==> config.mk <==
export PLATFORM = sky130hd
export DESIGN_NAME = fifo_drain_ctrl
export DESIGN_NICKNAME = d
export VERILOG_FILES = /design/src/rtl/fifo_drain_ctrl.sv
export SDC_FILE = /design/constraint.sdc
export NUM_CORES = 1
export LEC_CHECK = 0
export CORE_MARGIN = 5
export CORE_UTILIZATION = 41
export DETAILED_ROUTE_END_ITERATION = 12
export GPL_TIMING_DRIVEN = 1
export HOLD_SLACK_MARGIN = 0.15
export PLACE_DENSITY = 0.84
export SLEW_MARGIN = 10
export SYNTH_ARGS = -nofsm -noshare
export SYNTH_HDL_FRONTEND = slang
export SYNTH_SLANG_ARGS = --single-unit
==> constraint.sdc <==
create_clock -name clk -period 5.2 [get_ports clk]
set_input_delay 1.56 -clock clk [delete_from_list [all_inputs] [get_ports clk]]
set_output_delay 1.56 -clock clk [all_outputs]
set_load 0.02 [all_outputs]
==> src/rtl/fifo_drain_ctrl.sv <==
// Read-side controller for a flagless pointer fifo: it tracks occupancy from the write strobe,
// issues read strobes, and presents each word on a registered valid/ready output.
module fifo_drain_ctrl #(
    parameter int DATA_WIDTH = 32,
    parameter int FIFO_SIZE  = 3,
    parameter int CNT_WIDTH  = $clog2(FIFO_SIZE + 1)
) (
    input  logic                  clk,
    input  logic                  rst_n,
    input  logic                  signal_wr,
    input  logic [DATA_WIDTH-1:0] fifo_data,
    output logic                  signal_oe,
    input  logic                  enable,
    output logic [DATA_WIDTH-1:0] m_data,
    output logic                  m_valid,
    input  logic                  m_ready,
    output logic [CNT_WIDTH-1:0]  count,
    output logic                  overflow,
    input  logic                  clr_ovf
);

    localparam logic [CNT_WIDTH-1:0] FULL = CNT_WIDTH'(FIFO_SIZE);
    localparam logic [CNT_WIDTH-1:0] ONE  = CNT_WIDTH'(1);

    logic [CNT_WIDTH-1:0]  count_q, count_d;
    logic                  ovf_q, ovf_d;
    logic [DATA_WIDTH-1:0] data_q, data_d;
    logic                  vld_q, vld_d;

    // The fifo ignores a read that coincides with a write, so a read is never issued then.
    assign signal_oe = enable & (count_q != '0) & ~signal_wr & (~vld_q | m_ready);

    always_comb begin
        count_d = count_q;
        ovf_d   = ovf_q;
        data_d  = data_q;
        vld_d   = vld_q;

        // Clear first so that a same-cycle overflow event takes precedence.
        if (clr_ovf)
            ovf_d = 1'b0;

        if (signal_wr) begin
            if (count_q != FULL)
                count_d = count_q + ONE;
            else
                ovf_d = 1'b1;
        end else if (signal_oe) begin
            count_d = count_q - ONE;
        end

        if (signal_oe) begin
            data_d = fifo_data;
            vld_d  = 1'b1;
        end else if (vld_q && m_ready) begin
            vld_d = 1'b0;
        end
    end

    always_ff @(posedge clk or negedge rst_n) begin
        if (!rst_n) begin
            count_q <= '0;
            ovf_q   <= 1'b0;
            data_q  <= '0;
            vld_q   <= 1'b0;
        end else begin
            count_q <= count_d;
            ovf_q   <= ovf_d;
            data_q  <= data_d;
            vld_q   <= vld_d;
        end
    end

    assign count    = count_q;
    assign overflow = ovf_q;
    assign m_data   = data_q;
    assign m_valid  = vld_q;

endmodule

==> results of run 1 <==
cell usage after synthesis (all sizes together):
master	instances	area [µm²]
dfrtp	36	901
mux2	32	360
buf	3	33.8
nand2b	3	26.3
a21oi	2	10.0
nor2	2	7.51
o21ai	2	10.0
a31oi	1	6.26
and2	1	6.26
inv	1	3.75
nand2	1	3.75
nand3	1	5.00
nor3b	1	18.8
o221ai	1	8.76
kinds of logic after synthesis:
group	Yosys count	share of synthesized area
AO/OA/AOI/OAI	6	0.0250
flip-flops	36	0.643
multiplexers	32	0.257
buffers and inverters	4	0.0268
AND/OR/NAND/NOR	9	0.0482
metal layers:
| metal | up-vias | GRT usage | share of wire |
|---|---|---|---|
| met4 | 0 | 0.0447 | 0 |
| met1 | 492 | 0.154 | 0.37 |
| met2 | 45 | 0.237 | 0.52 |
| met3 | 0 | 0.0525 | 0.11 |
| li1 | 462 | - | - |
| met5 | - | 0 | 0 |
final timing paths:
| kind | slack (ps) | endpoint | startpoint |
|---|---|---|---|
| max reg2reg | 3510 | m_data[15] | count[0] |
| max | 510 | signal_oe | signal_wr |
| min reg2reg | 510 | m_data[4] | m_data[4] |
| min | 510 | m_data[4] | m_data[4] |
| min in group asynchronous | 1640 | m_data[10] | rst_n |
| max in group asynchronous | 3250 | m_data[2] | rst_n |
report_power, final:
group | leakage [nW] | switching (mW) | total, mW | internal [mW]
Clock | 0.0515 | 0.0812 | 0.209 | 0.128
Sequential | 0.421 | 0.0342 | 0.378 | 0.344
Combinational | 0.462 | 0.147 | 0.333 | 0.186
cell type report:
cell class	count	area, µm²	share of cell area
tap	46	57.6	0.0253
clock inverter	1	30.0	0.0132
sequential	36	901	0.396
timing repair buffer	76	756	0.332
multi-input combinational	47	463	0.203
clock buffer	7	65.1	0.0286
inverter	1	3.75	0.00165
layout by cell type (no fill, tap or decap), drive strengths merged:
master	Yosys	routed
buf	3	2
nand2	1	1
o221ai	1	1
bufinv	0	1
a21oi	2	2
clkdlybuf4s50	0	74
nor3b	1	1
nand2b	3	3
inv	1	1
o21ai	2	2
nand3	1	1
mux2	32	32
a31oi	1	1
clkbuf	0	7
and2	1	1
nor2	2	2
dfrtp	36	36
worst reg2reg max path, cell delays in order (launching register included):
cell and delay (ps):
sky130_fd_sc_hd__dfrtp_1 450, sky130_fd_sc_hd__nor2_1 120, sky130_fd_sc_hd__nor3b_4 210, sky130_fd_sc_hd__buf_4 400, sky130_fd_sc_hd__mux2_2 400
flip-flops by register name, summed over array words and instances, names as in the netlist:
register / count
count: 2
m_data: 32
m_valid: 1
overflow: 1
per-stage QoR:
stage	worst slack (ps)	instance area [µm²]	utilization	hold slack (ps)	total power, mW
after CTS	515	2280	0.687	518	0.935
final	506	2280	0.687	514	0.920
after floorplan	1390	1400	-	617	0.538
after detailed placement	517	2180	0.659	495	0.724
after global placement	568	2180	0.659	488	0.713
after global routing	464	2280	0.687	535	0.970
==> impl.org, run 1 <==
** Run status
- Status :: finished clean

** Critical path
- At the worst endpoint, the required time is ~3600 ps.
- Measured in cells, the most critical reg-to-reg path has a length of 4.
- By instance count, the cell type seen most on the critical path is sky130_fd_sc_hd__clkdlybuf4s50_1.
- Series of cell instances along the critical path :: clkdlybuf4s50_1, nand2b_4, nor3b_4, clkdlybuf4s50_1
- The slowest stage of the critical path is the sky130_fd_sc_hd__clkdlybuf4s50_1 cell.
- Startpoint-to-endpoint class of the critical path :: in -> out
- In this design, the stage delay of the slowest critical-path cell is 640 ps.
- Endpoint kind of the worst setup timing path :: output port
- On the critical path the largest part of the delay comes from buffers and inverters.
- Critical Path Source Type :: primary input
- Along the worst path, the maximum fanout reaches 7.
- Logic depth of the worst setup path including buffers :: 4
- Counting both buffers and inverters, the worst setup path holds a total of 2.
- Arrival time reported for the critical path endpoint :: between 3000 and 4000 ps

** Drt
- Routed wire length :: approximately 3100 µm
- For this block, the initial DRC count from the detailed router was 46.
- For this run, design rule violations remaining after detail routing come to 0.
- The count of nets left with antenna violations once routing finished came out at 0.
- Routed via count divided by cell count :: 4.67
- Routed wire per std cell :: roughly 14 µm
- DR pass1 iterations :: 4
- Across all layers, the routed design uses around 1000 vias.

** Logic synthesis
- Synthesis produced 87 cells.
- Synthesis produced a netlist with a net count of 125.
- The mapped netlist covers 0.00140 mm².
- For this run, the number of Yosys warnings is 0.
- After synthesis, the mean cell area works out to about 16 µm².
- The synthesized design contains 36 register bits.
- Share of the yosys chip area belonging to registers :: 0.643
- The number of different library cells used by synthesis comes to 15.

** Min path
- Along the worst hold path, the cell count comes to 1.
- The worst hold path belongs to the class reg -> reg.

** Timing
- Setup violations remaining at the end of the flow were counted as 0.
- Unrepaired setup endpoints after global routing :: no
- At the pin with the least slew margin, the transition time is about 430 ps.
- Post-route clock skew :: 8.68 ps
- The worst pin sits at a relative slew slack of 0.716.
- Subtracting the final worst setup slack from the clock period gives ~4700 ps.
- Setup total negative slack on the finished layout was measured at 0 ps.
- Final hold violation count :: 0
- The number of max-slew violations in the final report came to 0.
- Max Fclk :: 213 MHz
- Final clock period utilization by the worst path :: 0.903

** Global routing
- The number of antenna violations at the first check in global routing was 0.
- Entering global routing, the biggest net connects 37 pins.
- The total overflow left after global routing is 0.
- In the global route stage, overall resource usage came out at 0.137.
- The first global-routing pass estimated 4730 µm of wire.
- The number of global-route vias before repair came to between 1k and 1.5k.

** Clock tree
- Post-CTS timing repair inserted 0 buffers for setup.
- TritonCTS built the clock tree.
- Clock tree synthesis inserted a total of 5 buffers.
- Clock Root Buffer :: sky130_fd_sc_hd__clkbuf_4
- Post-cts hold buffer count :: 0
- The number of gates resized after CTS was 0.
- Buffers from clock root to sink, at most :: 2
- Clock-pin slew on the worst setup and hold paths :: 90 ps
- For the worst-skew pair, the clock arrives at the later sink with an insertion delay of approximately 310 ps.
- Depth of the CTS H-tree :: 2
- Clock tree synthesis found a total of 36 sinks.

** Placement
- At the end of routability-driven placement, the weighted congestion stood at 0.681.
- Including well taps, the total number of placed cells is 206.
- Half-perimeter wire length after placement :: 2490 µm
- Number of port buffers :: 74

** Final layout
- From synthesis to final layout, the design area changed by 62.4%.
- Fill cells :: 260
- The number of antenna diodes in the final layout is 0.
- Share of cells above drive strength 1 :: 0.262
- For this run, the post-layout net count is about 210.
- Final standard cell count with taps included and fillers excluded :: between 200 and 250

** Floorplanning
- Height of the die :: roughly 70 µm
- Effective utilization at floorplan :: 0.423
- Core Rows :: 21
- Core Box Area :: 0.00331 mm²
- Num ports :: 75
- The die covers between 0.004 and 0.005 mm².
- Width of the chip :: 68.5 µm

** Power and ir drop
- Summed over all cells, the static leakage comes to ~0.93 nW.
- Power density normalized to cell area :: a little over 400 mW/mm²
- Across the VDD grid, the largest voltage drop is ~0.24 mV.

** Flow run
- Across the run, the number of max-cap violations was 0.
(Power assumes the default switching activity.)
==> run 2, diff against run 1 <==
- ABC_CLOCK_PERIOD_IN_PS: default -> 5200
==> results of run 2 <==
Same layout as run 1: the final DEF is identical, and so are final timing and power.
